$ cat src/rtl/rr_grant_sched4.sv
`default_nettype none
// ============================================================================
// Module   : rr_grant_sched4
// Purpose  : Four-client round-robin scheduler that drives an encoded owner
//            index plus enable for a shared 2-to-4 decode path, with hold
//            timeout and one mandatory idle cycle between owners.
// Revision : 1.0 - initial release
// ============================================================================
module rr_grant_sched4 #(
    parameter int MAX_HOLD = 8
) (
    input  logic       clk,
    input  logic       rst_n,
    input  logic [3:0] req,
    output logic [1:0] gnt_idx,
    output logic       gnt_en,
    output logic [3:0] gnt,
    output logic       busy
);

    typedef enum logic [0:0] {
        IDLE  = 1'b0,
        GRANT = 1'b1
    } state_t;

    localparam logic [7:0] c_HOLD_LAST = 8'(MAX_HOLD - 1);

    state_t     state_q, state_d;
    logic [1:0] ptr_q, ptr_d;
    logic [1:0] gnt_idx_q, gnt_idx_d;
    logic       gnt_en_q, gnt_en_d;
    logic [7:0] hold_cnt_q, hold_cnt_d;
    logic [1:0] w_win;

    // Scan from the farthest offset down so the nearest requester to ptr wins.
    always_comb begin
        w_win = ptr_q;
        for (int i = 3; i >= 0; i--) begin
            if (req[ptr_q + 2'(i)]) begin
                w_win = ptr_q + 2'(i);
            end
        end
    end

    always_comb begin
        state_d    = state_q;
        ptr_d      = ptr_q;
        gnt_idx_d  = gnt_idx_q;
        gnt_en_d   = gnt_en_q;
        hold_cnt_d = hold_cnt_q;
        case (state_q)
            IDLE: begin
                if (|req) begin
                    state_d    = GRANT;
                    gnt_idx_d  = w_win;
                    gnt_en_d   = 1'b1;
                    hold_cnt_d = 8'd0;
                    ptr_d      = w_win + 2'd1;
                end
            end
            GRANT: begin
                if (!req[gnt_idx_q] || (hold_cnt_q == c_HOLD_LAST)) begin
                    state_d    = IDLE;
                    gnt_en_d   = 1'b0;
                    hold_cnt_d = 8'd0;
                end else begin
                    hold_cnt_d = hold_cnt_q + 8'd1;
                end
            end
        endcase
    end

    always_ff @(posedge clk or negedge rst_n) begin
        if (!rst_n) begin
            state_q    <= IDLE;
            ptr_q      <= 2'd0;
            gnt_idx_q  <= 2'd0;
            gnt_en_q   <= 1'b0;
            hold_cnt_q <= 8'd0;
        end else begin
            state_q    <= state_d;
            ptr_q      <= ptr_d;
            gnt_idx_q  <= gnt_idx_d;
            gnt_en_q   <= gnt_en_d;
            hold_cnt_q <= hold_cnt_d;
        end
    end

    // One-hot grant is a pure decode of the registered index and enable.
    for (genvar k = 0; k < 4; k++) begin : g_gnt
        assign gnt[k] = gnt_en_q & (gnt_idx_q == 2'(k));
    end

    assign gnt_idx = gnt_idx_q;
    assign gnt_en  = gnt_en_q;
    assign busy    = (state_q == GRANT);

endmodule
`default_nettype wire

$ cat config.mk
export PLATFORM = sky130hd
export DESIGN_NAME = rr_grant_sched4
export DESIGN_NICKNAME = d
export VERILOG_FILES = /design/src/rtl/rr_grant_sched4.sv
export SDC_FILE = /design/constraint.sdc
export NUM_CORES = 1
export LEC_CHECK = 0
export ABC_AREA = 1
export CAP_MARGIN = 20
export CORE_MARGIN = 5
export CORE_UTILIZATION = 45
export DETAILED_ROUTE_END_ITERATION = 10
export PLACE_DENSITY_LB_ADDON = 0.3
export SETUP_SLACK_MARGIN = 0.2
export SLEW_MARGIN = 25
export SYNTH_ARGS = -nofsm -noshare
export SYNTH_HDL_FRONTEND = slang
export SYNTH_SLANG_ARGS = --single-unit
$ cat constraint.sdc
create_clock -name clk -period 1.6 [get_ports clk]
set_input_delay 0.32 -clock clk [delete_from_list [all_inputs] [get_ports clk]]
set_output_delay 0.32 -clock clk [all_outputs]
set_load 0.05 [all_outputs]
# Word-level counts from Yosys, hierarchy flattened
# Index checks and enable logic that the tools add are counted.
# W data, S select, Z words.
# classes
n_mux	23
n_addsub	5
magnitude_cmp	5
bitwise	5
eq_ne	6
reduce_logical	6
# op_table
op	n
$mux W8	2
$pmux W8 S2	1
$lt A2 B3 Y1 const B	5
$bmux W1 S2	5
$mux W1	9
$add A8 B1 Y8 const B	1
$eq A8 B3 Y1 const B	1
$mux W2	4
$add A2 B1 Y2 const B	2
$add A2 B2 Y2 const B	2
$and A1 B1 Y1	4
$eq A2 B2 Y1 const B	2
$pmux W1 S2	2
$reduce_and A2 Y1	2
$reduce_or A4 Y1	1
$eq A2 B1 Y1 const B	1
$logic_not A2 Y1	1
$ne A2 B1 Y1 const B	1
$ne A2 B2 Y1 const B	1
$logic_not A1 Y1	1
$logic_or A1 B1 Y1	1
$not A1 Y1	1
# totals
output_inout_bits	8
elab_cells	55
input_bits	6
regBits	14

# Logic depth before layout (Yosys ltp)
# depth
word_depth	8
mapped_depth	14
ltp_nobuf	13

# Least setup slack after synthesis
# Ideal clock, no wire load.
# synth_timing
path_kind	register to output
from	register gnt_idx_q[0] (netlist: gnt_idx[0])
to	output port gnt[3]
path_slack_ns	-0.672
stages_incl_launch_ff	3
path_buffers	0
arrival_ns	1.952
t_required_ns	1.280
cell_sequence	dfrtp_1 -> inv_1 -> nor3_1
# synth_between
elab_chain_cells	2
# synth_rtl
element	line	source
start, declared	30	logic [1:0] gnt_idx_q, gnt_idx_d;
start signal, assigned	83	gnt_idx_q <= gnt_idx_d;
$eq A2 B2 Y1	91	assign gnt[k] = gnt_en_q & (gnt_idx_q == 2'(k));
$and A1 B1 Y1	91	
end, declared	17	output logic [3:0] gnt,
# Every way passes these cells.

# Final worst setup path
# layout_timing
from	register gnt_idx_q[1] (netlist: gnt_idx[1])
to	output port gnt[1]
# layout_between
elab_chain_cells	2
# layout_rtl
element	line
$eq A2 B1 Y1	91
$and A1 B1 Y1	91
# Every way passes these cells.

==> results.md <==
- Met1 Use GR: 21.46%
- DR iter-0 viols: 42
- CTS max path bufs: 2
- Critical path's slowest cell: dfrtp_4
- Cell Count, Final, Fillers Out: 199
- Clock slew at reported path FFs: 0.09 ns
- Mux share of post-synthesis cell area: 0%
- Worst setup path startpoint: gnt_idx[1]
- CTS root buf: clkbuf_4
- GRT busiest layer: met2
- Clock network power share: 7.7%
- Mapped Cells: 140
- Yosys top cell by area: dfrtp_1
- Xor/xnor cell area share of the yosys netlist: 3.641%
- Vias in the first global route: 984
- First-pass GRT wire length: 4436 µm
- DR vias: 1,091
- Pin count of the biggest net entering global routing: 15
- Sink Count: 14
- Peak supply drop: 0.001448 V
- CTS tree: built
- Final Critical Period: 1.604 ns
- FF+latch count, synth: 14
- IO buf count: 13
- Main combinational cell family by area after synthesis: simple AND/OR/NAND/NOR gates
- CP max FO: 6
- Drt first pass iters: 4
- RSZ-0062 raised after global routing: yes
- Final WL: 3037 µm
- Crit path DAT: 1.28 ns
- Failing checks: setup timing
- Share of the synthesized area in the top cell type: 36.41%
- Number of library cell types mapped by synthesis: 24
- Power share of the sequential group: 19.1%
- Worst r2r src: ptr_q[0]
- Post-route clock skew: 0.008368 ns
- Die height: 56.24 µm
- Final GP Congestion: 0.7583
- Switching Fraction: 51.44%
- Final hold vios: 0
- Outcome: finished, violations left
- Required @ worst endpoint: 1.28 ns
- Crit path launch type: flip-flop
- Dpl cells: 188
- Simple-Gate Fraction of Synth Area: 36.41%
- Max_cap viols: 0
- Period utilisation layout: 100.2%
- Area grow syn2layout: 61.25%
- Setup violations, final: 1
- Global-route met2 utilization: 29.55%
- Post-route ant nets: 0
- H-tree depth: 1
- Gr ovfl total: 0
- Min-delay worst type: primary input to async pin
- Yosys Warn Count: 0
- Final worst slack: -0.003566 ns
- Total CTS buffers: 3
- Compound-cell area share of the yosys netlist: 10.92%
- Setup_tns: -0.003566 ns
- Worst skew pair latency: 0.30 ns
- Crit path cell chain: nor3_4 -> buf_12
- Starting density of the core: 48.06%
- I/O pin cnt: 14
- Slew Limit Fails: 0
- CP Capture Type: output port
- CP peak stage delay: 0.57 ns
- Fill cells: 120
- Leak: 0.7172 nW
- Logic pwr share: 73.2%
- Sequential cell area: 361.6 µm²
- Syn avg cell area: 6.873 µm²
- Rel. slew slack: 75.43%
- NetSw: 1.796 mW
- Core Area: 2002 µm²
- Crit path kind: flip-flop to output port
- Met3 usage: 3.480%
- Final #Nets: 180
- Worst slew pin tran: 0.3681 ns
- Row count: 16
- Antenna violations before repair: 0
- Seq/Total Area, Yosys: 36.41%
- Int Pwr: 1.695 mW
- Share of post-route cells with drive strength above 1: 50.58%
- Mapped Nets: 147
- Worst R2R Path Depth: 14
- Via-to-Cell Ratio: 5.482
- Syn Std Cell Area: 962.2 µm²
- Wire per inst: 15.26 µm
- Die Wd: 56.24 µm
- Antenna Cells: 0
- Multi-input logic area: 680.7 µm²
- Design Power: 3.491 mW
- Hpwl dp: 1777 µm
- Synth area leaders: dfrtp_1 36%, nand2_1 18%, inv_1 7.8%
- Post-Synth Adder-Cell Area: 1.300%
- GRT Util Overall: 17.98%
- DRC violation count after routing: 0
- Fmax: 623.6 MHz
- Die area: 3163 µm²
- P per Cell Area: 2250 nW/µm²
-- power groups by stage --
stage               logic [mW]  clock network, mW  registers (mW)
floorplan                 1.14                  0           0.770
global placement          1.88                  0           0.679
detailed placement        1.92                  0           0.686
CTS                       2.27              0.269           0.648
global route              2.73              0.289           0.680
finish                    2.56              0.269           0.666
-- metrics by stage --
step	utilization [%]	instance area [µm²]	hold slack [ns]	setup slack, ns
final	77.50	1551	0.3231	-0.003566
after global routing	77.50	1551	0.3397	-0.08344
after CTS	73.81	1478	0.3274	0.01903
after detailed placement	65.75	1316	0.5907	-0.2440
after global placement	65.75	1316	0.5698	-0.1797
after floorplan	-	1028	0.02441	0.06100
-- layer usage --
layer	wire (µm)	vias to the layer above
li1	-	516
met1	1210	512
met2	1526	50
met3	181	13
met4	119	0
met5	0	-
-- layout by cell type (no fill, tap or decap), types with 2 or more instances in the layout --
cell type / n
o21ai_0: 4
xor2_1: 3
nor3_2: 2
dfrtp_1: 9
nand3_1: 5
clkbuf_4: 3
nand2_1: 29
o22ai_1: 3
inv_1: 15
o22ai_2: 2
nor3_1: 3
nand3_2: 4
o21ai_2: 4
dlygate4sd2_1: 4
inv_2: 6
dfrtp_2: 3
buf_12: 8
nand4_1: 3
nand2_2: 23
dfrtp_4: 2
buf_4: 15
nor3_4: 4
-- synth_stat cells, drive strengths merged --
master	number
a21oi	2
xnor2	1
nand2	53
o21a	1
dfrtp	14
o21ai	8
nor2	3
or2	1
xor2	3
o22ai	5
nor3	9
inv	24
ha	1
nand4	3
buf	1
a31oi	2
nand3	9
-- area by class of cell --
cell class,instances,share of cell area (%)
Multi-Input combinational cell,101,43.87
Sequential cell,14,23.31
Timing Repair Buffer,29,21.21
Inverter,24,7.097
Clock buffer,4,2.339
Tap cell,27,2.177
-- final timing paths --
check                           endpoint  slack (ns)
max                               gnt[1]      -0.004
min                           gnt_idx[1]        0.32
max reg2reg                     ptr_q[1]        0.04
min reg2reg                hold_cnt_q[7]        0.61
max in group asynchronous     gnt_idx[0]        1.07
min in group clk           hold_cnt_q[7]        0.61
-- worst max-delay path, delay by kind of cell, from the launching register on --
family	cells	cell delay, ns
buffers and inverters	1	0.16
DFF	1	0.57
and+or+nand+nor	1	0.25
-- what timing repair did --
action | CTS | global route
gates resized for setup | 30 | 19
setup buffers | 6 | 1
hold buffers | 0 | 0
pin swaps | 19 | 9
hold endpoints to repair | 0 | 0
setup endpoints to repair | 18 | 20
-- flip-flops by register name, summed over array words and instances (netlist names) --
| register | flops |
|---|---|
| hold_cnt_q | 8 |
| ptr_q | 2 |
| busy | 1 |
| gnt_idx | 2 |
| gnt_en | 1 |
-- logic make-up (layout without fill, tap and decap cells) --
kind of cell	Yosys count	in the layout
adders and majority gates	1	1
xor gates and xnor gates	4	4
buffers and inverters	25	57
and+or+nand+nor	78	78
AOI/OAI and AO/OA	18	18
DFF	14	14
Power figures use the tool's default switching activity.
==> RTL change: new RTL, same flow settings <==
Change the parameter `MAX_HOLD` from 8 to 6.
--- a/src/rtl/rr_grant_sched4.sv
+++ b/src/rtl/rr_grant_sched4.sv
@@ -7,7 +7,7 @@
 // Revision : 1.0 - initial release
 // ============================================================================
 module rr_grant_sched4 #(
-    parameter int MAX_HOLD = 8
+    parameter int MAX_HOLD = 6
 ) (
     input  logic       clk,
     input  logic       rst_n,
Behaviour: not the same (Yosys sat finds a counterexample within 10 cycles, from zero or initial values and one cycle with rst_n low).
==> RTL change against the original RTL <==
- synthesized area up 0.78%
- cell area up 4.3%
- count of clock-buffer cells in the layout unchanged
- routed wire length up 1.4%
- sequential cell count unchanged
- via count down 1.6%
- largest power group unchanged
- power up 3.2%
- setup slack better by 0.0058 ns
==> RTL change: results (changes against the original RTL) <==
TIMING
----------------------------------------------------------------------------
Worst Max-Slew Pin Slew                                             0.364 ns   was 0.368 ns
Worst clock skew                                                  0.00968 ns   was 0.00837 ns

PWR
----------------------------------------------------------------------------
Worst IR Drop VDD                                                    1.70 mV   was 1.45 mV
Leakage power of the design                                         0.782 nW   was 0.717 nW

SYNTH
----------------------------------------------------------------------------
Post-synth cell types                                                     26   was 24
Largest cells by area after synthesis                           dfrtp_1 36%, nand2_1 13%, nand3_1 7.2%, nand2_2 7.1%, inv_1 7.0%   was dfrtp_1 36%, nand2_1 18%, inv_1 7.8%, nand3_1 4.7%, nand2_2 4.6%
Fraction of the yosys area taken by sequential cells                   36.1%   was 36.4%
Synthesized Nets                                                         142   was 147
Yosys warning count                                                        0   unchanged
Leading cell types by count after synthesis                     33 x nand2_1, 18 x inv_1, 14 x dfrtp_1, 14 x nand3_1, 11 x nand2_2   was 46 x nand2_1, 20 x inv_1, 14 x dfrtp_1, 9 x nand3_1, 8 x nor3_1
Average footprint of a synthesized cell                             7.24 um2   was 6.87 um2
Share of synthesized registers carrying an async set or reset           100%   unchanged

ROUTING
----------------------------------------------------------------------------
Post-detailed-routing wire length                                    3080 um   was 3040 um
Routed length on met3                                                 147 um   was 181 um
Total via count after detailed routing                                  1074   was 1091
Total routed wire length on the met1 layer                           1250 um   was 1210 um
Met2 wire length                                                     1620 um   was 1530 um
Initial detailed-routing violation count                                  25   was 42

SETUP PATH
----------------------------------------------------------------------------
Worst-path fanout max                                                      3   was 6
Worst path max stage delay                                           0.50 ns   was 0.57 ns
Depth of the worst register-to-register path                              13   was 14

PLACEMENT
----------------------------------------------------------------------------
Setup slack after placement                                        -0.238 ns   was -0.244 ns
Routability congestion estimate                                        0.813   was 0.758
Cell total after placement                                               186   was 188
Total cell area at the placement stage                           0.00134 mm2   was 0.00132 mm2
DPL Wire Length                                                      1920 um   was 1780 um

GLOBAL ROUTING
----------------------------------------------------------------------------
GRT Total Usage                                                        19.2%   was 18.0%
Pin count of the biggest net entering global routing                       9   was 15
First-pass GRT wire length                                           4970 um   was 4440 um

CLOCK TREE
----------------------------------------------------------------------------
Worst-skew pair later-pin latency                                    0.28 ns   was 0.30 ns

CELLS AND AREA
----------------------------------------------------------------------------
Sequential standard cell area                                        360 um2   was 362 um2
Count of non-filler cells in the finished layout                         198   was 199
Register with the highest flop count                              hold_cnt_q   unchanged
Proportion of layout cells with a drive suffix above 1                 48.0%   was 50.6%

STATUS
----------------------------------------------------------------------------
Outcome                                                         complete, no violations   was complete, but fails checks

RTL change: cell types whose count changed after synthesis, moves of 2 or more:
cell and delta:
nand2_2 +4, nand2_1 -13, inv_1 -2, nor2_1 +3
nor3_1 -4, nand3_1 +5, nand3b_1 +2, o22ai_1 -2
RTL change: layer usage:
| metal | track usage [%] | up-vias |
|---|---|---|
| met5 | 0 | - |
| met4 | 5.42 | 0 |
| met3 | 4.36 | 10 |
| met2 | 33.3 | 39 |
| met1 | 23.5 | 518 |
| li1 | - | 507 |
RTL change: power by group:
group / internal [mW] / switching, mW / total, mW
Combinational: 1.16 / 1.57 / 2.73
Sequential: 0.473 / 0.148 / 0.621
Clock: 0.138 / 0.110 / 0.248
RTL change: final timing paths:
path | from | to | slack, ns
worst max register to register | ptr_q[0] | ptr_q[1] | 0.08
worst max-delay path | gnt_idx[1] | gnt[1] | 0.002
max in group asynchronous | rst_n | gnt_idx[0] | 0.83
worst min-delay path | rst_n | hold_cnt_q[6] | 0.31
worst min register to register | hold_cnt_q[0] | hold_cnt_q[0] | 0.55
min in group clk | hold_cnt_q[0] | hold_cnt_q[0] | 0.55
RTL change: area by class of cell:
class	instances	area share (%)
repair buffers	34	23.3
well taps	27	2.09
flip-flops and latches	14	22.3
multi-input cells	98	44.0
clock buffers	4	2.24
inverters	21	6.11
RTL change: kinds of logic after synthesis:
logic type / after synthesis / share of synthesized area [%]
xor+xnor: 5 / 4.52
fa+ha+maj: 2 / 2.58
compound gates: 15 / 8.52
buf+inv: 22 / 10.1
simple gates: 76 / 38.2
flops: 14 / 36.1
RTL change: what timing repair did:
| item | 4_1_cts | 5_1_grt |
|---|---|---|
| buffers inserted | 6 | 1 |
| pin swaps | 14 | 13 |
| gates resized for setup | 37 | 18 |
| setup endpoints to repair | 14 | 20 |
| cloned | 1 | 0 |
